File: src/rtl/fir_serial_mac_ctrl_if.sv
// Bundle of sample, coefficient, multiplier and result signals for the serial FIR sequencer.
// The slave side is the sequencer; the master side is the surrounding datapath/bench.
interface fir_serial_mac_ctrl_if;
  logic        in_valid;
  logic        in_ready;
  logic [15:0] filter_in;
  logic        cfg_we;
  logic [2:0]  cfg_addr;
  logic [15:0] cfg_data;
  logic        cfg_ready;
  logic [15:0] mul_a;
  logic [15:0] mul_b;
  logic [31:0] mul_p;
  logic        busy;
  logic [2:0]  tap_idx;
  logic        out_valid;
  logic [32:0] filter_out;

  modport master (
    output in_valid, filter_in, cfg_we, cfg_addr, cfg_data, mul_p,
    input  in_ready, cfg_ready, mul_a, mul_b, busy, tap_idx, out_valid, filter_out
  );

  modport slave (
    input  in_valid, filter_in, cfg_we, cfg_addr, cfg_data, mul_p,
    output in_ready, cfg_ready, mul_a, mul_b, busy, tap_idx, out_valid, filter_out
  );
endinterface

File: src/rtl/fir_serial_mac_ctrl.sv
// 8-tap fully-serial FIR sequencer: one external multiply per tap, accumulate, strobe result.
// Delay line and coefficient bank only change while the controller is idle.
module fir_serial_mac_ctrl (
  input  logic                  clk,
  input  logic                  reset,
  input  logic                  clk_enable,
  fir_serial_mac_ctrl_if.slave  bus
);
  localparam int NTAPS = 8;
  localparam logic [0:0] ST_IDLE = 1'b0;
  localparam logic [0:0] ST_RUN  = 1'b1;
  // Default coefficient k lives at bits [16k +: 16]
  localparam logic [NTAPS*16-1:0] COEF_INIT = {
    16'hDDBB, 16'hEA8E, 16'h33DB, 16'h6808,
    16'h6808, 16'h33DB, 16'hEA8E, 16'hDDBB
  };

  logic [0:0]  state_reg;
  logic [2:0]  tap_reg;
  logic [32:0] acc_reg;
  logic [32:0] filter_out_reg;
  logic        out_valid_reg;
  logic [15:0] d_reg     [NTAPS];
  logic [15:0] d_next    [NTAPS];
  logic [15:0] coef_reg  [NTAPS];
  logic [15:0] coef_next [NTAPS];

  logic        idle;
  logic        accept;
  logic        cfg_commit;
  logic [32:0] p_ext;
  logic [32:0] acc_sum;
  logic        unused_p_msb;

  assign idle       = (state_reg == ST_IDLE);
  assign accept     = clk_enable & bus.in_valid & idle;
  assign cfg_commit = clk_enable & bus.cfg_we & idle;

  // Product bit 31 only differs from bit 30 for (-1)*(-1); it is dropped.
  assign p_ext        = {{2{bus.mul_p[30]}}, bus.mul_p[30:0]};
  assign unused_p_msb = bus.mul_p[31];
  assign acc_sum      = (tap_reg == 3'd0) ? p_ext : acc_reg + p_ext;

  genvar gi;
  generate
    for (gi = 0; gi < NTAPS; gi++) begin : g_tap
      if (gi == 0) begin : g_head
        assign d_next[gi] = accept ? bus.filter_in : d_reg[gi];
      end else begin : g_body
        assign d_next[gi] = accept ? d_reg[gi-1] : d_reg[gi];
      end
      assign coef_next[gi] = (cfg_commit && (bus.cfg_addr == 3'(gi))) ? bus.cfg_data
                                                                        : coef_reg[gi];
    end
  endgenerate

  always_ff @(posedge clk or posedge reset) begin
    if (reset) begin
      for (int k = 0; k < NTAPS; k++) begin
        d_reg[k]    <= '0;
        coef_reg[k] <= COEF_INIT[k*16 +: 16];
      end
    end else begin
      d_reg    <= d_next;
      coef_reg <= coef_next;
    end
  end

  always_ff @(posedge clk or posedge reset) begin
    if (reset) begin
      state_reg      <= ST_IDLE;
      tap_reg        <= '0;
      acc_reg        <= '0;
      filter_out_reg <= '0;
      out_valid_reg  <= 1'b0;
    end else if (clk_enable) begin
      out_valid_reg <= 1'b0;
      case (state_reg)
        ST_IDLE: begin
          if (bus.in_valid) begin
            state_reg <= ST_RUN;
            tap_reg   <= '0;
          end
        end
        default: begin
          acc_reg <= acc_sum;
          if (tap_reg == 3'(NTAPS - 1)) begin
            filter_out_reg <= acc_sum;
            out_valid_reg  <= 1'b1;
            state_reg      <= ST_IDLE;
            tap_reg        <= '0;
          end else begin
            tap_reg <= tap_reg + 3'd1;
          end
        end
      endcase
    end
  end

  // tap_reg is 0 in IDLE, so the operands idle on d[0]/coef[0]
  assign bus.mul_a      = d_reg[tap_reg];
  assign bus.mul_b      = coef_reg[tap_reg];
  assign bus.in_ready   = idle;
  assign bus.cfg_ready  = idle;
  assign bus.busy       = ~idle;
  assign bus.tap_idx    = tap_reg;
  assign bus.out_valid  = out_valid_reg;
  assign bus.filter_out = filter_out_reg;
endmodule

File: src/flat_wrapper.sv
// flat-port wrapper written by rule: the top's interface ports become plain ports
module fir_serial_mac_ctrl_flat 
  (clk, reset, clk_enable, bus_in_valid, bus_filter_in, bus_cfg_we, bus_cfg_addr, bus_cfg_data, bus_mul_p, bus_in_ready, bus_cfg_ready, bus_mul_a, bus_mul_b, bus_busy, bus_tap_idx, bus_out_valid, bus_filter_out);
  fir_serial_mac_ctrl_if bus_i ();
  input  logic clk;
  input  logic reset;
  input  logic clk_enable;
  input wire logic [$bits(bus_i.in_valid)-1:0] bus_in_valid;
  input wire logic [$bits(bus_i.filter_in)-1:0] bus_filter_in;
  input wire logic [$bits(bus_i.cfg_we)-1:0] bus_cfg_we;
  input wire logic [$bits(bus_i.cfg_addr)-1:0] bus_cfg_addr;
  input wire logic [$bits(bus_i.cfg_data)-1:0] bus_cfg_data;
  input wire logic [$bits(bus_i.mul_p)-1:0] bus_mul_p;
  output wire logic [$bits(bus_i.in_ready)-1:0] bus_in_ready;
  output wire logic [$bits(bus_i.cfg_ready)-1:0] bus_cfg_ready;
  output wire logic [$bits(bus_i.mul_a)-1:0] bus_mul_a;
  output wire logic [$bits(bus_i.mul_b)-1:0] bus_mul_b;
  output wire logic [$bits(bus_i.busy)-1:0] bus_busy;
  output wire logic [$bits(bus_i.tap_idx)-1:0] bus_tap_idx;
  output wire logic [$bits(bus_i.out_valid)-1:0] bus_out_valid;
  output wire logic [$bits(bus_i.filter_out)-1:0] bus_filter_out;
  assign bus_i.in_valid = bus_in_valid;
  assign bus_i.filter_in = bus_filter_in;
  assign bus_i.cfg_we = bus_cfg_we;
  assign bus_i.cfg_addr = bus_cfg_addr;
  assign bus_i.cfg_data = bus_cfg_data;
  assign bus_i.mul_p = bus_mul_p;
  assign bus_in_ready = bus_i.in_ready;
  assign bus_cfg_ready = bus_i.cfg_ready;
  assign bus_mul_a = bus_i.mul_a;
  assign bus_mul_b = bus_i.mul_b;
  assign bus_busy = bus_i.busy;
  assign bus_tap_idx = bus_i.tap_idx;
  assign bus_out_valid = bus_i.out_valid;
  assign bus_filter_out = bus_i.filter_out;
  fir_serial_mac_ctrl u_core (.clk(clk), .reset(reset), .clk_enable(clk_enable), .bus(bus_i));
endmodule
File: config.mk
export PLATFORM = sky130hd
export DESIGN_NAME = fir_serial_mac_ctrl_flat
export DESIGN_NICKNAME = d
export VERILOG_FILES = /design/src/rtl/fir_serial_mac_ctrl_if.sv /design/src/rtl/fir_serial_mac_ctrl.sv /design/src/flat_wrapper.sv
export SDC_FILE = /design/constraint.sdc
export NUM_CORES = 1
export LEC_CHECK = 0
export ABC_AREA = 1
export BUFFER_PORTS_ARGS = -buffer_cell sky130_fd_sc_hd__clkbuf_2
export CORE_ASPECT_RATIO = 1.1
export CORE_MARGIN = 5
export CORE_UTILIZATION = 60
export CTS_BUF_LIST = sky130_fd_sc_hd__clkbuf_4 sky130_fd_sc_hd__clkbuf_8 sky130_fd_sc_hd__clkbuf_16
export DETAILED_ROUTE_END_ITERATION = 6
export PLACE_DENSITY_LB_ADDON = 0.3
export SKIP_CTS_REPAIR_TIMING = 1
export SLEW_MARGIN = 10
export SYNTH_ARGS = -nofsm -noshare
export SYNTH_HDL_FRONTEND = slang
export SYNTH_SLANG_ARGS = --single-unit
export TNS_END_PERCENT = 1
File: constraint.sdc
create_clock -name clk -period 15.25 [get_ports clk]
set_input_delay 0 -clock clk [delete_from_list [all_inputs] [get_ports clk]]
set_output_delay 0 -clock clk [all_outputs]
set_load 0.1 [all_outputs]
== Word level (Yosys, flattened, before mapping) ==
Cells that the tools add are included.
Word-level totals
  register bits: 327
  input bits: 72
  output and inout bits: 72
  logic and storage cells: 67
Cells by class
  add/sub/neg operators: 2
  order comparisons: 1
  equal/unequal tests: 8
  mux-type cells: 15
  bitwise gates (word level): 6
  reduce and logical (&&, ||, !) cells: 14
Operators with widths (number)
  binary-select mux 16 bit (select 3 bit): 2
  two-way mux 16 bit: 4
  adder 33 bit: 1
  two-way mux 33 bit: 1
  == test 3 bit (second input constant): 5
  two-way mux 3 bit: 3
  logical AND 1 bit: 8
  == test 3 x 2 -> 1 bit (second input constant): 2
  logical NOT 3 bit: 2
  two-way mux 1 bit: 5
  AND 1 bit: 4
  greater-or-equal comparator 4 bit (second input constant): 1
  NOT 3 -> 4 bit: 1
  AND reduction 2 bit: 2
  adder 3 x 1 -> 3 bit (second input constant): 1
  == test 3 x 1 -> 1 bit (second input constant): 1
  AND reduction 3 bit: 1
  nonzero test 2 bit: 1
  NOT 1 bit: 1

== Longest topological paths before layout ==
Gate-level depths: netlist of run 1.
  word-level depth: 4
  mapped depth: 15
  depth with buffers taken out: 15

== Worst setup path before layout of run 1 ==
No wires, ideal clock.
  path type: reg-to-output
  start point: register u_core.tap_reg[0], in the netlist u_core.bus.tap_idx[0]
  end point: output port bus_mul_b[10]
  data arrival time: 3433 ps
  required time: 15250 ps
  path slack: 11817 ps
  stages on the path, launching flop included: 8
  buffers on the path: 3
  cell sequence: dfrtp_1 -> buf_4 -> buf_2 -> buf_2 -> nor2_1 -> nor2_1 -> o21ai_0 -> a31oi_1
On the way
  longest elaborated chain between the ends: 4
Ends and longest elaborated chain
  start: declaration: RTL line fir_serial_mac_ctrl.sv:19  | logic [2:0] tap_reg;
  start signal: assignment: RTL line fir_serial_mac_ctrl.sv:93  | tap_reg <= tap_reg + 3'd1;
  NOT 3 -> 4 bit (not written as such): RTL line fir_serial_mac_ctrl.sv:102  | assign bus.mul_b = coef_reg[tap_reg];
  binary-select mux 16 bit (select 3 bit): RTL line fir_serial_mac_ctrl.sv:102
  two-way mux 16 bit (not written as such) (2 in series): RTL line fir_serial_mac_ctrl.sv:102
  end: declaration: RTL line flat_wrapper.sv:17  | output wire logic [$bits(bus_i.mul_b)-1:0] bus_mul_b;
No other way between the ends. The select of a mux whose other input is x is not followed.

== Final worst setup path of run 1 ==
  start point: register u_core.tap_reg[0], in the netlist u_core.bus.tap_idx[0]
  end point: output port bus_mul_a[2]
On the way
  longest elaborated chain between the ends: 4
Ends and longest elaborated chain
  NOT 3 -> 4 bit (not written as such): RTL line fir_serial_mac_ctrl.sv:101  | assign bus.mul_a = d_reg[tap_reg];
  binary-select mux 16 bit (select 3 bit): RTL line fir_serial_mac_ctrl.sv:101
  two-way mux 16 bit (not written as such) (2 in series): RTL line fir_serial_mac_ctrl.sv:101
  end: declaration: RTL line flat_wrapper.sv:16  | output wire logic [$bits(bus_i.mul_a)-1:0] bus_mul_a;
No other way between the ends. The select of a mux whose other input is x is not followed.

==> out/qor.txt, run 1 <==
Storage cell area -> 8280 µm²
Routed WL -> 42000 µm
fillers -> 2158
drt via density -> 5.43
Placer Congestion -> 0.911
Layout area overhead -> 15.9%
failing checks -> hold timing
max_slew headroom -> 24.4%
share of power burned in registers -> 29.1%
EDFF count, synth -> 0
CTS Buf Count -> 35
DP HPWL -> 25700 µm
R2R setup slack -> 11.52 ns
Total GRT Usage -> 25.8%
root buffer cell -> clkbuf_16
Mean Syn Cell Area -> 7.68 µm²
maximum vdd ir drop -> 361 µV
n_diodes -> 0
Skew-Pair Late Insertion Delay -> 0.53 ns
Setup crit end kind -> output pin
CP required -> 15.25 ns
Routed WL per cell -> 15.4 µm
Largest delay share family, worst path -> buffers and inverters
Synth top cells by count -> nand2_1, o21ai_0, dfrtp_1
global-route wire length before repair -> 67600 µm
# nets final -> 2444
vias in the first global route -> 13800
CORE AREA -> 27800 µm²
max-cap viol count -> 0
Leak Pwr -> 9.87 nW
clk_skew -> 0.0210 ns
status -> finished with violations
DR vias -> 14800
minimum clock period -> 3.92 ns
most used flip-flop cell after synthesis -> dfrtp_1
hold path start -> bus_mul_p[30]
worst reg2reg endpoint -> u_core.bus.filter_out[8]
setup TNS -> 0 ns
Worst Hold Margin -> -0.0287 ns
max incr delay on CP -> 0.80 ns
Reg2Reg Depth -> 7
Initial Util -> 60.6%
Net Sw Power -> 0.00248 W
Initial DRC Count -> 1476
clk slew on worst S/H paths -> 0.06 ns
post-synth top area share -> 38.2%
Clock Path Buffers -> 3
flops & latches, synth -> 327
Seq/Total Area, Yosys -> 49.1%
IO Port Bufs -> 142
area of the multi-input gates -> 7220 µm²
Hold Crit Class -> in -> reg
DRC Markers -> 0
Hold Path Depth -> 5
internal power -> 0.00231 W
Async SR Flop Fraction -> 100%
CTS tree -> yes
Die H -> 186 µm
synthesized cell area -> 16900 µm²
CP arrival -> 3.92 ns
FP Rows -> 64
H-tree levels -> 2
Power Dens Cells -> 245 nW/µm²
pin count of the biggest net entering global routing -> 200
largest area contributor in the netlist -> dfrtp_1
Worst Path Max Fanout -> 61
most used routing layer -> met2
# IOs -> 144
DIE AREA -> 31500 µm²
global routing usage on met2 -> 42.9%
synth unique cells -> 34
Comb power frac -> 52.6%
Sw Share -> 51.7%
top-count cell post-synth -> nand2_1
die width -> 170 µm
critical path, cell by cell -> clkinv_2 > buf_4 > a21oi_1 > o21ai_0 > a31oi_1 > clkbuf_2
met3 usage -> 3.42%
Max Slew Vio Count -> 0
max frequency -> 255 MHz
instance count of the mapped netlist -> 2194
Critical Path Source Type -> register
GRT overflow -> 0
reg2reg start -> u_core.bus.tap_idx[0]
drt first pass iters -> 5
CP Buf/Inv Count -> 3
RSZ-0062 raised after global routing -> no
Area contributors post-synth -> dfrtp_1, nand2_1, o21ai_0, dfstp_2, inv_1
total power -> 0.00479 W
grt met1 use -> 35.9%
share of layout cells above drive strength 1 -> 14.3%
Tcrit/Tclk final -> 25.7%
post-route ant nets -> 0
CTS sink cnt -> 327
Worst path slowest cell -> dfrtp_4
Final Hold Fails -> 3
final setup vio count -> 0
initial antenna violation count -> 0
Post-Syn Nets -> 2302
Worst-Margin Slew -> 1.13 ns
Clock Power Share -> 18.3%
kind of critical path -> reg -> out
hold path endpoint -> u_core.acc_reg[32]
Ys Warns -> 0
[how the worst max path moves through the flow]
stage | start | end | slack [ns] | depth (start not counted)
after CTS | u_core.bus.tap_idx[0] | bus_mul_a[2] | 11.32 | 6
after global placement | u_core.bus.tap_idx[0] | u_core.acc_reg[2] | 11.57 | 8
after global routing | u_core.bus.tap_idx[0] | bus_mul_a[2] | 11.09 | 6
after floorplan | reset | u_core.acc_reg[0] | 6.31 | 1
final | u_core.bus.tap_idx[0] | bus_mul_a[2] | 11.33 | 6
after detailed placement | u_core.bus.tap_idx[0] | u_core.acc_reg[1] | 11.57 | 7
[layout make-up]
type / count / area share (%)
Multi-Input combinational cell: 1518 / 37.0
Timing Repair Buffer: 223 / 7.65
Tap cell: 363 / 2.33
Sequential cell: 327 / 42.4
Inverter: 231 / 4.48
Clock inverter: 12 / 0.782
Clock buffer: 52 / 5.42
[layout by cell type (no fill, tap or decap), drive strengths merged]
cell | synthesis | final
dfstp | 70 | 70
clkbuf | 68 | 194
mux2i | 2 | 2
mux2 | 15 | 15
inv | 231 | 231
xnor2 | 13 | 13
ha | 35 | 35
or2 | 16 | 16
and3 | 1 | 1
buf | 50 | 16
nand2 | 595 | 595
a21o | 1 | 1
o21bai | 3 | 3
xor2 | 2 | 2
clkinvlp | 0 | 1
nor3 | 3 | 3
o22ai | 16 | 16
dfrtp | 257 | 257
a21oi | 100 | 100
bufinv | 0 | 2
o21ai | 385 | 385
fa | 1 | 1
nor2 | 205 | 205
nand4 | 13 | 13
nand3 | 68 | 68
a31oi | 32 | 32
a221oi | 1 | 1
clkinv | 0 | 9
dlygate4sd3 | 0 | 65
o211ai | 10 | 10
nand3b | 1 | 1
[worst min-delay path, cell delays in order]
cell and delay [ns]:
clkbuf_2 0.12, nand3_1 0.14, nand2_1 0.08, nand2_1 0.05
nand2_1 0.04
[layer usage]
metal,part of all wire [%],vias to the layer above
li1,-,7361
met1,43,6900
met2,48,459
met3,6.7,71
met4,2.5,0
met5,0,-
[power groups by stage]
stage | sequential, W | combinational (W) | clock, W
after floorplan | 0.00164 | 0.00176 | 0
after global placement | 0.00138 | 0.00244 | 0
after detailed placement | 0.00140 | 0.00249 | 0
after CTS | 0.00139 | 0.00250 | 0.000888
after global routing | 0.00143 | 0.00274 | 0.000929
final | 0.00140 | 0.00252 | 0.000875
[per-stage QoR]
step,setup WS (ns),cells,hold slack [ns],area (µm²),utilization [%]
after floorplan,6.31,2194,0.109,16900,-
after global placement,11.57,2597,0.245,17700,63.6
after detailed placement,11.57,2597,0.252,17700,63.6
after CTS,11.32,2661,-0.304,18900,67.9
after global routing,11.09,2726,0.0287,19500,70.3
final,11.33,2726,-0.0287,19500,70.3
[kinds of logic (layout without fill, tap and decap cells)]
kind of cell	Yosys count	after routing	synth area share, %
DFF	327	327	49.1
muxes	17	17	1.12
xor gates and xnor gates	15	15	0.780
AOI/OAI and AO/OA	548	548	16.9
buffers and inverters	349	518	8.18
adders and majority gates	36	36	2.72
and+or+nand+nor	902	902	21.3
Note: power is estimated with default switching activity, not from simulation.
==> run 2: changes to the inputs <==
- clock period: 15.25 -> 3.95 ns (I/O delays scaled with it)
==> out/qor.txt, run 2 (synthesized netlist as in run 1, its figures left out) <==
status -> finished with violations
failing checks -> hold timing
max-cap viol count -> 0
met3 usage -> 4.42%
# IOs -> 144
CTS tree -> yes
final setup vio count -> 0
GRT overflow -> 0
Placer Congestion -> 0.939
Worst Path Max Fanout -> 87
post-route setup slack -> 0.396 ns
Critical Path Source Type -> register
initial antenna violation count -> 0
fillers -> 2165
clk_skew -> 0.0128 ns
# nets final -> 2454
commonest non-fill, non-tap cells in the layout -> nand2_1, o21ai_0, dfrtp_1
Initial DRC Count -> 1410
Setup crit end kind -> output pin
drt via density -> 5.54
minimum clock period -> 3.55 ns
RSZ-0062 raised after global routing -> no
crit path from -> u_core.bus.tap_idx[0]
Worst-Margin Slew -> 0.961 ns
max frequency -> 281 MHz
die width -> 170 µm
commonest non-fill, non-tap cell in the layout -> nand2_1
CORE AREA -> 27800 µm²
Clock Path Buffers -> 3
Initial Util -> 60.6%
DRC Markers -> 0
Critical Path Sink -> bus_mul_a[7]
max_slew headroom -> 35.9%
Power Dens Cells -> 948 nW/µm²
maximum vdd ir drop -> 1440 µV
setup TNS -> 0 ns
H-tree levels -> 2
DIE AREA -> 31500 µm²
placed instance count -> 2605
final std cells w/o fill -> 2736
Max Slew Vio Count -> 0
Die H -> 186 µm
post-route ant nets -> 0
CP required -> 3.95 ns
Routed WL -> 42700 µm
DR vias -> 15200
drt first pass iters -> 5
Layout area overhead -> 16.5%
Leak Pwr -> 9.92 nW
IO Port Bufs -> 142
Tcrit/Tclk final -> 90.0%
root buffer cell -> clkbuf_16
Hold Crit Class -> in -> reg
Skew-Pair Late Insertion Delay -> 0.52 ns
kind of critical path -> reg -> out
pin count of the biggest net entering global routing -> 176
FP Rows -> 64
R2R setup slack -> 1.28 ns
grt met1 use -> 36.1%
CTS sink cnt -> 327
Total GRT Usage -> 26.5%
DP HPWL -> 26100 µm
clk slew on worst S/H paths -> 0.06 ns
global routing usage on met2 -> 43.4%
CTS Buf Count -> 35
Worst Hold Margin -> -0.0238 ns
CP arrival -> 3.55 ns
total power -> 0.0186 W
worst reg2reg endpoint -> u_core.acc_reg[1]
Final Hold Fails -> 2
share of layout cells above drive strength 1 -> 14.5%
most used routing layer -> met2
DP Worst Slack -> 1.01 ns
Routed WL per cell -> 15.6 µm
global-route wire length before repair -> 69500 µm
vias in the first global route -> 14300
reg2reg start -> u_core.bus.tap_idx[0]
Reg2Reg Depth -> 6
## run 2: worst min path at each step
stage                 startpoint                  endpoint  slack, ns  cells past startpoint
floorplan             clk_enable      u_core.bus.out_valid       0.11                      1
global placement           reset        u_core.coef_reg[9]       0.12                      2
detailed placement         reset        u_core.coef_reg[9]       0.13                      2
CTS                        reset        u_core.coef_reg[9]      -0.42                      2
global route        bus_mul_p[8]  u_core.bus.filter_out[8]       0.01                      3
finish              bus_mul_p[8]  u_core.bus.filter_out[8]      -0.02                      3
## run 2: layer usage
metal  vias to the layer above  wire length, µm
met3                       110             3160
li1                       7374                -
met1                      7123            18100
met4                         0             1300
met5                         -                0
met2                       561            20200
## run 2: critical path: stages, from the launching register on
cell and delay [ns]:
dfrtp_4 0.86, buf_4 0.77, o21ai_0 0.17, o21ai_0 0.20
a21oi_1 0.07, a31oi_1 0.34, clkbuf_2 0.53
## run 2: area by class of cell
cell class	instances	area [µm²]	area share, %
Tap cell	363	454	2.31
Antenna cell	1	2.50	0.0127
Clock inverter	13	190	0.969
Clock buffer	50	1020	5.22
Sequential cell	327	8280	42.1
Inverter	231	871	4.43
Timing Repair Buffer	233	1600	8.14
Multi-Input combinational cell	1518	7220	36.8
## run 2: report_power, final
part / switching [W] / total (W) / internal [W] / leakage [nW]
clock network: 0.00134 / 0.00343 / 0.00209 / 0.608
registers: 0.000774 / 0.00540 / 0.00463 / 4.01
logic: 0.00745 / 0.00978 / 0.00233 / 5.30
## run 2: stage by stage
stage | utilization (%) | instance area, µm²
floorplan | - | 16900
finish | 70.7 | 19600
global route | 70.7 | 19600
detailed placement | 63.9 | 17700
global placement | 63.9 | 17700
CTS | 68.2 | 19000
